[config.mk]
export PLATFORM = sky130hd
export DESIGN_NAME = ball_spawn_loader
export DESIGN_NICKNAME = d
export VERILOG_FILES = /design/src/rtl/ball_pkg.sv /design/src/rtl/split_fifo.sv /design/src/rtl/ball_spawn_loader.sv
export SDC_FILE = /design/constraint.sdc
export NUM_CORES = 1
export LEC_CHECK = 0
export CELL_PAD_IN_SITES_DETAIL_PLACEMENT = 2
export CELL_PAD_IN_SITES_GLOBAL_PLACEMENT = 2
export CORE_MARGIN = 3
export CORE_UTILIZATION = 40
export CTS_CLUSTER_SIZE = 8
export DETAILED_ROUTE_END_ITERATION = 7
export DONT_BUFFER_PORTS = 1
export PLACE_DENSITY_LB_ADDON = 0.1
export SLEW_MARGIN = 15
export SYNTH_ARGS = -nofsm -noshare
export SYNTH_HDL_FRONTEND = slang
export SYNTH_HIERARCHICAL = 1
export SYNTH_SLANG_ARGS = --single-unit
export TNS_END_PERCENT = 30
[constraint.sdc]
create_clock -name clk -period 8.05 [get_ports clk]
set_input_delay 1.61 -clock clk [delete_from_list [all_inputs] [get_ports clk]]
set_output_delay 1.61 -clock clk [all_outputs]
set_load 0.02 [all_outputs]
[src/rtl/ball_pkg.sv]
// Shared types and helpers for the ball spawn loader: slot search and
// saturating magnitude used when splitting a ball into two children.
package ball_pkg;

  localparam int unsigned COORD_W   = 11;
  localparam int unsigned SPEED_W   = 16;
  localparam int unsigned MAX_BALLS = 16;

  typedef struct packed {
    logic [COORD_W-1:0]        x;
    logic [COORD_W-1:0]        y;
    logic signed [SPEED_W-1:0] xspeed;
    logic signed [SPEED_W-1:0] yspeed;
  } ball_state_t;

  typedef enum logic [1:0] {
    IDLE,
    INIT,
    SPLIT_A,
    SPLIT_B
  } spawn_state_t;

  typedef struct packed {
    logic       found;
    logic [3:0] idx;
  } free_slot_t;

  function automatic free_slot_t first_free(input logic [MAX_BALLS-1:0] mask);
    free_slot_t r;
    r = '0;
    for (int unsigned i = 0; i < MAX_BALLS; i++) begin
      if (mask[i] && !r.found) begin
        r.found = 1'b1;
        r.idx   = 4'(i);
      end
    end
    return r;
  endfunction

  // The most negative speed has no positive counterpart, so it clamps to max.
  function automatic logic signed [SPEED_W-1:0] abs_sat(input logic signed [SPEED_W-1:0] v);
    if (v == {1'b1, {(SPEED_W-1){1'b0}}})
      return {1'b0, {(SPEED_W-1){1'b1}}};
    return v[SPEED_W-1] ? -v : v;
  endfunction

endpackage

[src/rtl/split_fifo.sv]
// Split request queue: synchronous FIFO of {x, y, xspeed} with flush.
module split_fifo #(
  parameter int unsigned DEPTH = 4,
  parameter int unsigned WIDTH = 38
) (
  input  logic             clk,
  input  logic             resetN,
  input  logic             flush,
  input  logic             push,
  input  logic             pop,
  input  logic [WIDTH-1:0] din,
  output logic [WIDTH-1:0] dout,
  output logic             full,
  output logic             empty
);

  localparam int unsigned AW = $clog2(DEPTH);

  logic [WIDTH-1:0] mem [DEPTH];
  logic [AW:0]      wr_ptr, rd_ptr;

  // Extra pointer bit distinguishes full from empty when the indices match.
  assign empty = (wr_ptr == rd_ptr);
  assign full  = (wr_ptr[AW] != rd_ptr[AW]) && (wr_ptr[AW-1:0] == rd_ptr[AW-1:0]);
  assign dout  = mem[rd_ptr[AW-1:0]];

  always_ff @(posedge clk or negedge resetN) begin
    if (!resetN) begin
      wr_ptr <= '0;
      rd_ptr <= '0;
    end else if (flush) begin
      wr_ptr <= '0;
      rd_ptr <= '0;
    end else begin
      if (push && !full)
        wr_ptr <= wr_ptr + 1'b1;
      if (pop && !empty)
        rd_ptr <= rd_ptr + 1'b1;
    end
  end

  always_ff @(posedge clk) begin
    if (push && !full && !flush)
      mem[wr_ptr[AW-1:0]] <= din;
  end

endmodule

[src/rtl/ball_spawn_loader.sv]
// Central loader driving the shared ball load bus from the level unit table
// (level start) or from queued split requests (two children per request).
module ball_spawn_loader
  import ball_pkg::*;
#(
  parameter int unsigned NUM_BALLS = 4,
  parameter int unsigned COORD_W   = 11,
  parameter int unsigned SPEED_W   = 16,
  parameter int unsigned QDEPTH    = 4,
  parameter logic signed [SPEED_W-1:0] SPLIT_YSPEED = -16'sd200
) (
  input  logic                           clk,
  input  logic                           resetN,
  input  logic                           level_start,
  input  logic [NUM_BALLS*COORD_W-1:0]   unit_x,
  input  logic [NUM_BALLS*COORD_W-1:0]   unit_y,
  input  logic [NUM_BALLS*SPEED_W-1:0]   unit_xspeed,
  input  logic [NUM_BALLS*SPEED_W-1:0]   unit_yspeed,
  input  logic [NUM_BALLS-1:0]           unit_en,
  input  logic [NUM_BALLS-1:0]           slot_alive,
  input  logic                           split_valid,
  output logic                           split_ready,
  input  logic [COORD_W-1:0]             split_x,
  input  logic [COORD_W-1:0]             split_y,
  input  logic signed [SPEED_W-1:0]      split_xspeed,
  output logic [NUM_BALLS-1:0]           load_en,
  output logic [COORD_W-1:0]             load_x,
  output logic [COORD_W-1:0]             load_y,
  output logic signed [SPEED_W-1:0]      load_xspeed,
  output logic signed [SPEED_W-1:0]      load_yspeed,
  output logic                           busy,
  output logic [7:0]                     drop_cnt
);

  localparam int unsigned IW = $clog2(NUM_BALLS);
  localparam int unsigned QW = 2*COORD_W + SPEED_W;

  spawn_state_t              state;
  logic [IW-1:0]             idx;
  logic [NUM_BALLS-1:0]      claimed, free_mask, slot_hot, init_hot;
  logic [COORD_W-1:0]        hx, hy, q_x, q_y, cx, cy;
  logic signed [SPEED_W-1:0] habs, q_xs, cxs;
  logic [QW-1:0]             q_dout;
  logic                      q_full, q_empty, q_push, q_pop, spawn;
  free_slot_t                pick;

  assign q_push = split_valid && !level_start;
  assign q_pop  = (state == IDLE) && !q_empty && !level_start;

  split_fifo #(
    .DEPTH(QDEPTH),
    .WIDTH(QW)
  ) u_fifo (
    .clk   (clk),
    .resetN(resetN),
    .flush (level_start),
    .push  (q_push),
    .pop   (q_pop),
    .din   ({split_x, split_y, split_xspeed}),
    .dout  (q_dout),
    .full  (q_full),
    .empty (q_empty)
  );

  assign {q_x, q_y, q_xs} = q_dout;
  assign split_ready = !q_full;
  assign busy        = (state != IDLE) || !q_empty;

  // Child A is emitted straight from the queue head while popping it, so it
  // reaches the bus one cycle after the pop decision; child B follows from the
  // held copy, which keeps the push-to-A latency at two cycles.
  always_comb begin
    free_mask = ~slot_alive & ~claimed;
    pick      = first_free(MAX_BALLS'(free_mask));
    slot_hot  = pick.found ? (NUM_BALLS'(1) << pick.idx) : '0;
    init_hot  = NUM_BALLS'(1) << idx;
    spawn     = ((state == IDLE) && !q_empty) || (state == SPLIT_A);
    if (state == IDLE) begin
      cx  = q_x;
      cy  = q_y;
      cxs = abs_sat(q_xs);
    end else begin
      cx  = hx;
      cy  = hy;
      cxs = -habs;
    end
  end

  always_ff @(posedge clk or negedge resetN) begin
    if (!resetN) begin
      state       <= IDLE;
      idx         <= '0;
      claimed     <= '0;
      hx          <= '0;
      hy          <= '0;
      habs        <= '0;
      load_en     <= '0;
      load_x      <= '0;
      load_y      <= '0;
      load_xspeed <= '0;
      load_yspeed <= '0;
      drop_cnt    <= '0;
    end else begin
      load_en     <= '0;
      load_x      <= '0;
      load_y      <= '0;
      load_xspeed <= '0;
      load_yspeed <= '0;
      if (level_start) begin
        state   <= INIT;
        idx     <= '0;
        claimed <= '0;
      end else begin
        case (state)
          INIT: begin
            if (unit_en[idx]) begin
              load_en     <= init_hot;
              load_x      <= unit_x[idx*COORD_W +: COORD_W];
              load_y      <= unit_y[idx*COORD_W +: COORD_W];
              load_xspeed <= unit_xspeed[idx*SPEED_W +: SPEED_W];
              load_yspeed <= unit_yspeed[idx*SPEED_W +: SPEED_W];
            end
            if (idx == IW'(NUM_BALLS-1))
              state <= IDLE;
            idx <= idx + 1'b1;
          end
          IDLE: begin
            if (!q_empty) begin
              hx    <= q_x;
              hy    <= q_y;
              habs  <= cxs;
              state <= SPLIT_A;
            end else begin
              claimed <= '0;
            end
          end
          SPLIT_A: state <= SPLIT_B;
          SPLIT_B: state <= IDLE;
          default: state <= IDLE;
        endcase

        if (spawn) begin
          if (pick.found) begin
            load_en     <= slot_hot;
            load_x      <= cx;
            load_y      <= cy;
            load_xspeed <= cxs;
            load_yspeed <= SPLIT_YSPEED;
            claimed     <= claimed | slot_hot;
          end else if (drop_cnt != 8'hFF) begin
            drop_cnt <= drop_cnt + 1'b1;
          end
        end
      end
    end
  end

endmodule
==> impl_metrics.toml <==
[run_status]
status = "completed"

[power_and_ir_drop]
ir_drop_uv = 178
p_leak_nw = 5.34
powerDensity_nw_per_um2 = 296

[timing]
drv_slew = 0
rsz0062_at_grt = "false"
max_freq_mhz = 222
fin_crit_sh_pct = 55.8
setup_violations = 0
finalHoldViolCount = 0
fin_crit_ps = 4500
skew_ps = 17.0
relSlewSlack_pct = 25.6
worst_pin_slew_ps = 1120
fin_tns_setup_ps = 0

[floorplan]
initial_core_util_pct = 41.0
fp.dieH_um = 184
io-pin-count = 334
core_area_um2 = 31000
fp.dieArea_um2 = 34000
die_w_um = 184
num_rows = 64

[place]
dpl.hpwl_mm = 26.6
placed_cell_area_um2 = 13000
place_congestion = 0.857
dp.cells = 1250
numPortBuffers = 0

[route]
drt-pass1-iter-count = 4
drc_errors = 0
wl_per_cell_um = 29.4
dr_total_vias = 7945
drt-initial-drc-count = 341
ant_nets = 0
wirelength_mm = 38.9
via_per_inst = 6.01

[clock_network]
postCtsSetupBuffers = 0
ctsHtreeMaxLevel = 2
cts_resized = 0
hold_buffers = 0
cts.path.max_buffers = 3
cts_tree = "yes"
numCtsBuffers = 40
root_buffer = "clkbuf_16"
clkLatencyLatePin_ps = 530
clock_sinks = 270
clk_pin_slew_ps = 50

[synthesis]
syn-mean-instance-area_um2 = 14.0
synth_top_area_share_pct = 35.9
yosys.cell_types.count = 63
synth_top_cell_by_area = "edfxtp_1"
synth_seq_cells = 270
synth_edf_count = 152
synthCells = 906
yosys_most_used_dff = "edfxtp_1"
synthTopCellsByArea = "edfxtp_1, dfrtp_1, mux4_2"
yosys_warnings = 6
synth_nets = 1184
synthArstFlopShare_pct = 43.7
netlist_area_um2 = 12700
synthMostInstantiatedCell = "nand2_1"
ys_top_cells_by_count = "nand2_1, edfxtp_1, dfrtp_1"
ys_seq_area_share_pct = 59.1

[run]
cap_violations = 0

[finish]
stdcell_area_um2 = 14200
drive_gt1_share_pct = 19.0
syn_to_final_growth_pct = 11.7
final_nets = 1174
fin_cells = 1323

[critical_path]
worstPathArrival_ps = 2890
crit_type = "reg2out"
path_max_fanout = 46
worstSetupEndpointType = "primary output"
start_kind = "flop"
worstPathRequired_ps = 6440

[global_route]
grt_max_degree = 119
antenna_found_initial = 9
grtUsageTotal_pct = 22.6
grt_pass1_wl_mm = 57.4
grt_pass1_vias = 9042
gr-total-overflow = 0

[hold_path]
min_path_type = "reg2reg"
## placed cells by master, fill, tap and decap left out, types with 9 or more instances in the layout
cell | Yosys | routed
clkbuf_1 | 31 | 24
mux2i_1 | 18 | 18
dfrtp_1 | 118 | 114
a21oi_1 | 19 | 19
o21ai_0 | 42 | 42
ha_1 | 12 | 12
clkbuf_16 | 0 | 41
nand3_1 | 15 | 15
xnor2_1 | 25 | 25
nand4_1 | 9 | 9
nor3_1 | 14 | 14
nand2_1 | 165 | 164
nor2_1 | 31 | 30
edfxtp_1 | 152 | 152
inv_1 | 14 | 14
mux4_2 | 93 | 93
## routing by layer
layer  wire length, µm  GRT usage [%]  vias to the layer above  share of wire (%)
li1                  -              -                     3409                  -
met3              3090           6.93                       59                7.9
met5                56              0                        -               0.14
met4               936           5.90                        8                2.4
met1             15100           27.3                     4159                 39
met2             19700           39.7                      310                 51
## worst paths after layout
kind / slack [ps] / cells past startpoint / to / from
max in group asynchronous: 7060 / 0 / hx[6] / resetN
hold / removal: 480 / 2 / hx[10] / hx[10]
setup / recovery: 3550 / 4 / busy / u_fifo/rd_ptr[1]
setup reg to reg: 3620 / 9 / habs[0] / u_fifo/rd_ptr[0]
hold reg to reg: 480 / 2 / hx[10] / hx[10]
min in group asynchronous: 780 / 0 / load_yspeed[3] / resetN
## sequential cells by signal, indices dropped and copies added, names as in the netlist, 4 cells and up
name         flops
u_fifo/mem     152
habs            16
load_xspeed     16
load_yspeed     16
hx              11
hy              11
load_x          11
load_y          11
drop_cnt         8
claimed          4
load_en          4
## cell families (layout without fill, tap and decap cells)
family	Yosys count	in the layout	synth area share, %
simple gates	291	291	10.6
flops	270	270	59.1
other cells	0	4	0
xor+xnor	35	35	2.53
compound gates	111	111	5.93
fa+ha+maj	12	12	1.18
buf+inv	74	91	2.59
mux	113	113	18.1
## final cells by class
cell class                 count  area, µm²
tap                          396        495
clock buffer                  66       1130
clock inverter                 3       48.8
inverter                      15       56.3
antenna                        4       10.0
sequential                   270       7520
fill                        2928      16800
timing repair buffer           7       52.6
multi-input combinational    562       4890
## worst max-delay path: stages (launching register included)
cell and delay (ps):
dfrtp_2 340, buf_4 520, xor2_1 320, nor3_1 700, nand2_1 470
## metrics by stage
step                      worst slack, ps  utilization (%)  power, mW  hold WS [ps]
after floorplan                      4180                -       2.42           445
after global placement               3720             42.0       2.61           458
after CTS                            3490             45.8       4.26           481
after global routing                 3250             45.8       4.43           509
final                                3550             45.8       4.20           477
after detailed placement             3510             42.0       2.65           467
## power breakdown
part           internal, mW  leakage, nW  switching, mW
Sequential             1.63         2.93          0.231
Clock                 0.958        0.564          0.622
Combinational         0.350         1.84          0.410
Total                  2.94         5.34           1.26
(Power assumes the default switching activity.)
